[src/rtl/pueo_mode1_pkg.sv]
// Shared types and constants for the mode1 command parser.
// MODE1_CMD_CHECKSUM_EN selects 8-byte frames with a trailing checksum byte; otherwise frames are 7 bytes.
package pueo_mode1_pkg;

  typedef enum logic [2:0] {
    ST_IDLE,
    ST_HDR,
    ST_DATA,
    ST_CKSUM,
    ST_DISCARD
  } state_e;

  localparam logic [2:0] ERR_SHORT   = 3'd0;
  localparam logic [2:0] ERR_LONG    = 3'd1;
  localparam logic [2:0] ERR_CKSUM   = 3'd2;
  localparam logic [2:0] ERR_OVF     = 3'd3;
  localparam logic [2:0] ERR_TIMEOUT = 3'd4;

`ifdef MODE1_CMD_CHECKSUM_EN
  localparam int PKT_LEN = 8;
`else
  localparam int PKT_LEN = 7;
`endif

  localparam logic [2:0] LAST_IDX = 3'(PKT_LEN - 1);
  localparam int WR_BIT = 7;

endpackage

[src/rtl/mode1_sat_counter.sv]
// Saturating up-counter with increment enable and synchronous active-high reset.
module mode1_sat_counter #(
  parameter int WIDTH = 16
) (
  input  logic             clk_i,
  input  logic             rst_i,
  input  logic             inc_i,
  output logic [WIDTH-1:0] count_o
);

  logic [WIDTH-1:0] count_q;

  // Sticks at all-ones instead of wrapping so software sees "at least this many".
  always_ff @(posedge clk_i) begin
    if (rst_i) begin
      count_q <= '0;
    end else if (inc_i && (count_q != '1)) begin
      count_q <= count_q + WIDTH'(1);
    end
  end

  assign count_o = count_q;

endmodule

[src/rtl/mode1_cmd_parser.sv]
// Assembles mode1 byte frames into single-slot register read/write requests; drops and counts bad frames.
// Define MODE1_CMD_CHECKSUM_EN for 8-byte frames with checksum; default build uses 7-byte frames.
module mode1_cmd_parser
  import pueo_mode1_pkg::*;
#(
  parameter int CNT_WIDTH = 16,
  parameter int TIMEOUT   = 1023
) (
  input  logic                 sysclk_i,
  input  logic                 rst_i,
  input  logic [7:0]           s_tdata,
  input  logic                 s_tvalid,
  input  logic                 s_tlast,
  output logic                 s_tready,
  output logic                 req_valid_o,
  input  logic                 req_ready_i,
  output logic                 req_wr_o,
  output logic [15:0]          req_addr_o,
  output logic [31:0]          req_data_o,
  output logic                 err_o,
  output logic [2:0]           err_code_o,
  output logic [CNT_WIDTH-1:0] pkt_count_o,
  output logic [CNT_WIDTH-1:0] err_count_o
);

  localparam int TW = $clog2(TIMEOUT + 1);

  state_e        state_q, state_d;
  logic [2:0]    idx_q, idx_d;
  logic [TW-1:0] idle_q, idle_d;
  logic          wr_q, wr_d;
  logic          badCmd_q, badCmd_d;
  logic [15:0]   addr_q, addr_d;
  logic [31:0]   data_q, data_d;
`ifdef MODE1_CMD_CHECKSUM_EN
  logic [7:0]    sum_q, sum_d, newSum;
`endif

  logic          reqValid_q, reqWr_q;
  logic [15:0]   reqAddr_q;
  logic [31:0]   reqData_q;
  logic          err_q;
  logic [2:0]    errCode_q;

  logic          errDet;
  logic [2:0]    errDetCode;
  logic          loadReq;
  logic          badPkt;

  always_comb begin
    state_d    = state_q;
    idx_d      = idx_q;
    idle_d     = '0;
    wr_d       = wr_q;
    badCmd_d   = badCmd_q;
    addr_d     = addr_q;
    data_d     = data_q;
    errDet     = 1'b0;
    errDetCode = errCode_q;
    loadReq    = 1'b0;
`ifdef MODE1_CMD_CHECKSUM_EN
    sum_d      = sum_q;
    newSum     = sum_q + s_tdata;
    badPkt     = badCmd_q || (newSum != 8'd0);
`else
    badPkt     = badCmd_q;
`endif

    if (s_tvalid) begin
      if (state_q == ST_DISCARD) begin
        if (s_tlast) state_d = ST_IDLE;
      end else begin
        idx_d = idx_q + 3'd1;
`ifdef MODE1_CMD_CHECKSUM_EN
        sum_d = newSum;
`endif
        if (idx_q == 3'd0) begin
          wr_d     = s_tdata[WR_BIT];
          badCmd_d = (s_tdata[6:0] != 7'd0);
          state_d  = ST_HDR;
        end else if (idx_q <= 3'd2) begin
          addr_d = {addr_q[7:0], s_tdata};
          if (idx_q == 3'd2) state_d = ST_DATA;
        end else if (idx_q <= 3'd6) begin
          data_d = {data_q[23:0], s_tdata};
`ifdef MODE1_CMD_CHECKSUM_EN
          if (idx_q == 3'd6) state_d = ST_CKSUM;
`endif
        end

        // Reserved-bit violations are held until the final byte so a frame raises at most one error.
        if (idx_q == LAST_IDX) begin
          if (!s_tlast) begin
            errDet     = 1'b1;
            errDetCode = ERR_LONG;
            state_d    = ST_DISCARD;
          end else begin
            state_d = ST_IDLE;
            if (badPkt) begin
              errDet     = 1'b1;
              errDetCode = ERR_CKSUM;
            end else if (reqValid_q && !req_ready_i) begin
              errDet     = 1'b1;
              errDetCode = ERR_OVF;
            end else begin
              loadReq = 1'b1;
            end
          end
        end else if (s_tlast) begin
          errDet     = 1'b1;
          errDetCode = ERR_SHORT;
          state_d    = ST_IDLE;
        end
      end
    end else if (state_q != ST_IDLE) begin
      if (idle_q == TW'(TIMEOUT - 1)) begin
        state_d = ST_IDLE;
        if (state_q != ST_DISCARD) begin
          errDet     = 1'b1;
          errDetCode = ERR_TIMEOUT;
        end
      end else begin
        idle_d = idle_q + TW'(1);
      end
    end

    if (state_d == ST_IDLE) begin
      idx_d = 3'd0;
`ifdef MODE1_CMD_CHECKSUM_EN
      sum_d = 8'd0;
`endif
    end
  end

  always_ff @(posedge sysclk_i) begin
    if (rst_i) begin
      state_q    <= ST_IDLE;
      idx_q      <= 3'd0;
      idle_q     <= '0;
      wr_q       <= 1'b0;
      badCmd_q   <= 1'b0;
      addr_q     <= 16'd0;
      data_q     <= 32'd0;
`ifdef MODE1_CMD_CHECKSUM_EN
      sum_q      <= 8'd0;
`endif
      reqValid_q <= 1'b0;
      reqWr_q    <= 1'b0;
      reqAddr_q  <= 16'd0;
      reqData_q  <= 32'd0;
      err_q      <= 1'b0;
      errCode_q  <= ERR_SHORT;
    end else begin
      state_q    <= state_d;
      idx_q      <= idx_d;
      idle_q     <= idle_d;
      wr_q       <= wr_d;
      badCmd_q   <= badCmd_d;
      addr_q     <= addr_d;
      data_q     <= data_d;
`ifdef MODE1_CMD_CHECKSUM_EN
      sum_q      <= sum_d;
`endif
      // A load in the same cycle as a handshake replaces the departing request.
      if (loadReq) begin
        reqValid_q <= 1'b1;
        reqWr_q    <= wr_d;
        reqAddr_q  <= addr_d;
        reqData_q  <= data_d;
      end else if (req_ready_i) begin
        reqValid_q <= 1'b0;
      end
      err_q <= errDet;
      if (errDet) errCode_q <= errDetCode;
    end
  end

  mode1_sat_counter #(.WIDTH(CNT_WIDTH)) uPktCount (
    .clk_i   (sysclk_i),
    .rst_i   (rst_i),
    .inc_i   (loadReq),
    .count_o (pkt_count_o)
  );

  mode1_sat_counter #(.WIDTH(CNT_WIDTH)) uErrCount (
    .clk_i   (sysclk_i),
    .rst_i   (rst_i),
    .inc_i   (errDet),
    .count_o (err_count_o)
  );

  assign s_tready    = 1'b1;
  assign req_valid_o = reqValid_q;
  assign req_wr_o    = reqWr_q;
  assign req_addr_o  = reqAddr_q;
  assign req_data_o  = reqData_q;
  assign err_o       = err_q;
  assign err_code_o  = errCode_q;

endmodule

[config.mk]
export PLATFORM = sky130hd
export DESIGN_NAME = mode1_cmd_parser
export DESIGN_NICKNAME = d
export VERILOG_FILES = /design/src/rtl/pueo_mode1_pkg.sv /design/src/rtl/mode1_sat_counter.sv /design/src/rtl/mode1_cmd_parser.sv
export SDC_FILE = /design/constraint.sdc
export NUM_CORES = 1
export LEC_CHECK = 0
export BUFFER_PORTS_ARGS = -buffer_cell sky130_fd_sc_hd__buf_2
export CAP_MARGIN = 20
export CORE_MARGIN = 2
export CORE_UTILIZATION = 56
export DETAILED_ROUTE_END_ITERATION = 10
export MAX_ROUTING_LAYER = met4
export PLACE_DENSITY = 0.78
export SLEW_MARGIN = 20
export SYNTH_ARGS = -nofsm -noshare
export SYNTH_HDL_FRONTEND = slang
export SYNTH_SLANG_ARGS = --single-unit
[constraint.sdc]
create_clock -name sysclk_i -period 2.48 [get_ports sysclk_i]
set_input_delay 0 -clock sysclk_i [delete_from_list [all_inputs] [get_ports sysclk_i]]
set_output_delay 0 -clock sysclk_i [all_outputs]
set_load 0.02 [all_outputs]
==> implementation parameters <==
Parameter                              Value

Floorplanning
  Chip width    108.0 um
  Floorplan Core Area    10420 sq um
  Boundary pin count    100
  Area of the die    11670 sq um
  Effective utilization at floorplan    58.20%
  Height of the die    108.0 um
  Std cell rows    37

Synth
  Number of warnings printed during yosys synthesis    0
  Cell accounting for the most synthesized area    sky130_fd_sc_hd__dfxtp_1
  Dominant register cell in the synthesized netlist    sky130_fd_sc_hd__dfxtp_1
  Number of enable flip-flop cells after synthesis    0
  Sequential-to-total area share from yosys stat    50.20%
  Synthesized flop and latch total    152
  Synthesized instance count    647
  Post-synth top area share    50.20%
  Share of synthesized flip-flops with an asynchronous set or reset    0%
  Yosys cell types    52
  Mean cell area of the mapped netlist    9.369 sq um
  Ranking of synthesized cells by area    sky130_fd_sc_hd__dfxtp_1, sky130_fd_sc_hd__nor2_1, sky130_fd_sc_hd__mux2i_1, sky130_fd_sc_hd__a211oi_1, sky130_fd_sc_hd__a21oi_1
  Net Count, Synth    667
  Cell area after technology mapping    6062 sq um

Run
  Max-capacitance violation count    0

Drt
  Final wirelength    13350 um
  Detailed-route DRC error count    0
  Vias per std cell    5.630
  Antenna Violating Nets Remaining    0
  Post-detailed-route wirelength per cell    14.96 um
  Vias after detailed routing    5022
  Number of optimization iterations in the first detailed-route pass    7
  Count of routing violations after the opening detailed-route iteration    306

Layout
  # nets final    764
  Share of final-layout standard cells stronger than drive strength 1    19.71%
  Area of all placed cells without fillers    7341 sq um
  Fill count    811
  Layout Area Growth over Synthesis    21.09%
  Share of the core filled with cells    70.47%
  Antenna diode count    0

STA
  Accumulated negative setup slack    0 ps
  Final min period    2299 ps
  Hold Fails Final Rpt    0
  Final critical-path setup slack    181.0 ps
  Number of endpoints failing setup at the final stage    0
  Maximum frequency from static timing analysis    435.0 MHz
  Worst-margin pin slew    750.8 ps
  Slew Limit Headroom    49.95%
  Clock tree skew after final layout    9.086 ps
  Crit share post-route    92.70%
  Worst hold slack    311.7 ps
  Final count of pins violating max slew    0
  Setup repair after global routing missed its margin    no

Clock network
  CTS sink count    152
  Maximum buffer depth of the clock tree    2
  Later-pin clock latency in the skew report    520 ps
  Clock-pin slew of the registers on the worst-case setup and hold paths    60 ps
  Number of buffers inserted during clock tree synthesis    17
  Clock tree from TritonCTS    yes
  H-tree levels    4
  Clk Tree Root Cell    sky130_fd_sc_hd__clkbuf_8
  Number of setup buffers added after CTS    0

Power
  Switching fraction of total power    21.35%
  Proportion of power drawn by flip-flops and latches    48.5%
  Combinational Power Share    2.9%
  Internal portion of total power    3.989 mW
  Switching power of the nets    1.083 mW
  Power per cell area    691.0 nW/um^2
  Worst IR Drop VDD    0.5644 mV
  Clock network fraction of design power    48.6%
  P_leak    3.184 nW

Worst setup path
  Arrival time reported for the critical path endpoint    2700 ps
  Max stage delay cell, worst path    sky130_fd_sc_hd__o31a_2
  Maximum cell stage delay along the critical path    500 ps
  Origin of the critical flop-to-flop path    idx_q[0]
  Critical path's top delay family    simple AND/OR/NAND/NOR gates
  Setup CP Type    register to register
  WP data required    2880 ps
  Buffer and inverter count on the worst path    0
  Critical Path Sink Type    register
  Peak fanout along the critical path    20
  Startpoint of the worst setup timing path    idx_q[0]
  Startpoint kind of the worst setup timing path    register
  Worst-path cell chain    and3b_1, and4b_1, o31a_2, nor4_2, mux2_1

Placement
  Number of buffers added on ports    98
  Routability congestion estimate from global placement    0.8087
  Placed Area    6640 sq um
  Detailed placer's ending HPWL    8922 um
  Place WS    132.9 ps

Hold path
  Launch instance of the worst min-delay path    rst_i
  Worst Hold Class    input pin to register

Outcome
  Outcome    completed

Global routing
  Number of antenna violations at the first check in global routing    0
  Remaining global-route overflow    0
  Global-route usage over all layers    24.34%
  Global-route wire length before repair    21990 um
  Maximum number of pins on one net before global-route repair    99
  Vias in the first global route    4648
power by group through the flow:
stage / sequential, mW / clock (mW) / combinational, mW
3_3_place_gp: 2.51 / 0 / 0.127
5_1_grt: 2.46 / 2.62 / 0.162
4_1_cts: 2.46 / 2.50 / 0.146
2_1_floorplan: 2.51 / 0 / 0.0888
3_5_place_dp: 2.51 / 0 / 0.131
6_report: 2.46 / 2.46 / 0.148
placed cells by master (no fill, tap or decap), drive strengths merged, types with 3 or more instances in the layout:
| cell type | Yosys | routed |
|---|---|---|
| a211oi | 53 | 53 |
| a21oi | 22 | 22 |
| and3 | 7 | 7 |
| and4 | 4 | 4 |
| buf | 13 | 107 |
| clkbuf | 28 | 21 |
| clkinvlp | 0 | 3 |
| dfxtp | 152 | 152 |
| dlygate4sd3 | 0 | 12 |
| ha | 7 | 7 |
| inv | 11 | 14 |
| mux2 | 6 | 6 |
| mux2i | 50 | 50 |
| nand2 | 19 | 19 |
| nand2b | 3 | 3 |
| nand3 | 9 | 9 |
| nand4 | 14 | 14 |
| nand4b | 3 | 3 |
| nor2 | 136 | 136 |
| nor2b | 12 | 12 |
| nor3 | 8 | 8 |
| nor4 | 5 | 5 |
| nor4b | 3 | 3 |
| o2111ai | 4 | 4 |
| o21ai | 15 | 15 |
| o31ai | 6 | 6 |
| or3 | 13 | 13 |
| or4 | 5 | 5 |
| xnor2 | 8 | 8 |
| xor2 | 7 | 7 |
cells by family (layout without fill, tap and decap cells):
family / count (synthesis) / after routing / synth area share [%]
other: 1 / 1 / 0.06186
DFF: 152 / 152 / 50.20
muxes: 56 / 56 / 9.370
adders and majority gates: 7 / 7 / 1.445
buffers and inverters: 52 / 161 / 3.798
AOI/OAI and AO/OA: 112 / 112 / 12.65
and+or+nand+nor: 252 / 252 / 20.31
xor gates and xnor gates: 15 / 15 / 2.167
metal layers:
layer	wire length [um]	up-vias	track usage, %
met1	5884	2401	30.26
met4	81	0	7.143
met5	0	-	-
met3	602	9	6.329
li1	-	2500	-
met2	6780	112	39.22
worst register-to-register path, delay by kind of cell, from the launching register on:
family,cells,cell delay (ps)
compound gates,1,500
flops,1,410
mux,1,350
simple gates,3,920
worst paths after layout:
path | to | slack [ps] | cells after the start
setup / recovery | uErrCount.count_o[10] | 180 | 5
hold / removal | err_code_o[1] | 310 | 3
setup reg to reg | uErrCount.count_o[10] | 180 | 5
hold reg to reg | idle_q[0] | 470 | 1
synth_stat cells (8+ instances only):
cell and count:
sky130_fd_sc_hd__o21ai_0 14, sky130_fd_sc_hd__nand2_1 19, sky130_fd_sc_hd__nand4_1 14, sky130_fd_sc_hd__inv_1 11, sky130_fd_sc_hd__or3_1 13, sky130_fd_sc_hd__nor3_1 8, sky130_fd_sc_hd__clkbuf_1 28, sky130_fd_sc_hd__a21oi_1 22
sky130_fd_sc_hd__dfxtp_1 152, sky130_fd_sc_hd__nor2b_1 12, sky130_fd_sc_hd__mux2i_1 50, sky130_fd_sc_hd__nor2_1 136, sky130_fd_sc_hd__a211oi_1 53, sky130_fd_sc_hd__xnor2_1 8, sky130_fd_sc_hd__nand3_1 9
state kept, by name, indices dropped and copies added (netlist names):
signal and cells:
data_q 32, req_data_o 32, addr_q 16, req_addr_o 16
uErrCount.count_o 16, uPktCount.count_o 16, idle_q 10, err_code_o 3
idx_q 3, state_q 3, badCmd_q 1, err_o 1
req_valid_o 1, req_wr_o 1, wr_q 1
through the flow:
stage	total power, mW	std cells
6_report	5.072	892
5_1_grt	5.238	892
4_1_cts	5.106	891
3_5_place_dp	2.645	848
3_3_place_gp	2.640	848
2_1_floorplan	2.603	647
timing repair:
item	CTS	global route
resized for setup	0	1
endpoints found under the hold margin	41	0
endpoints found under the setup margin	0	8
hold buffers	12	0
cell type report:
type	count	area [sq um]	share of cell area, %
Sequential cell	152	3043	41.45
Multi-Input combinational cell	443	2809	38.26
Timing Repair Buffer	119	709.4	9.664
Clock buffer	21	449.2	6.119
Tap cell	136	170.2	2.318
Clock inverter	10	118.9	1.619
Inverter	11	41.29	0.5625
No activity file was read; power rests on OpenSTA's default activity.
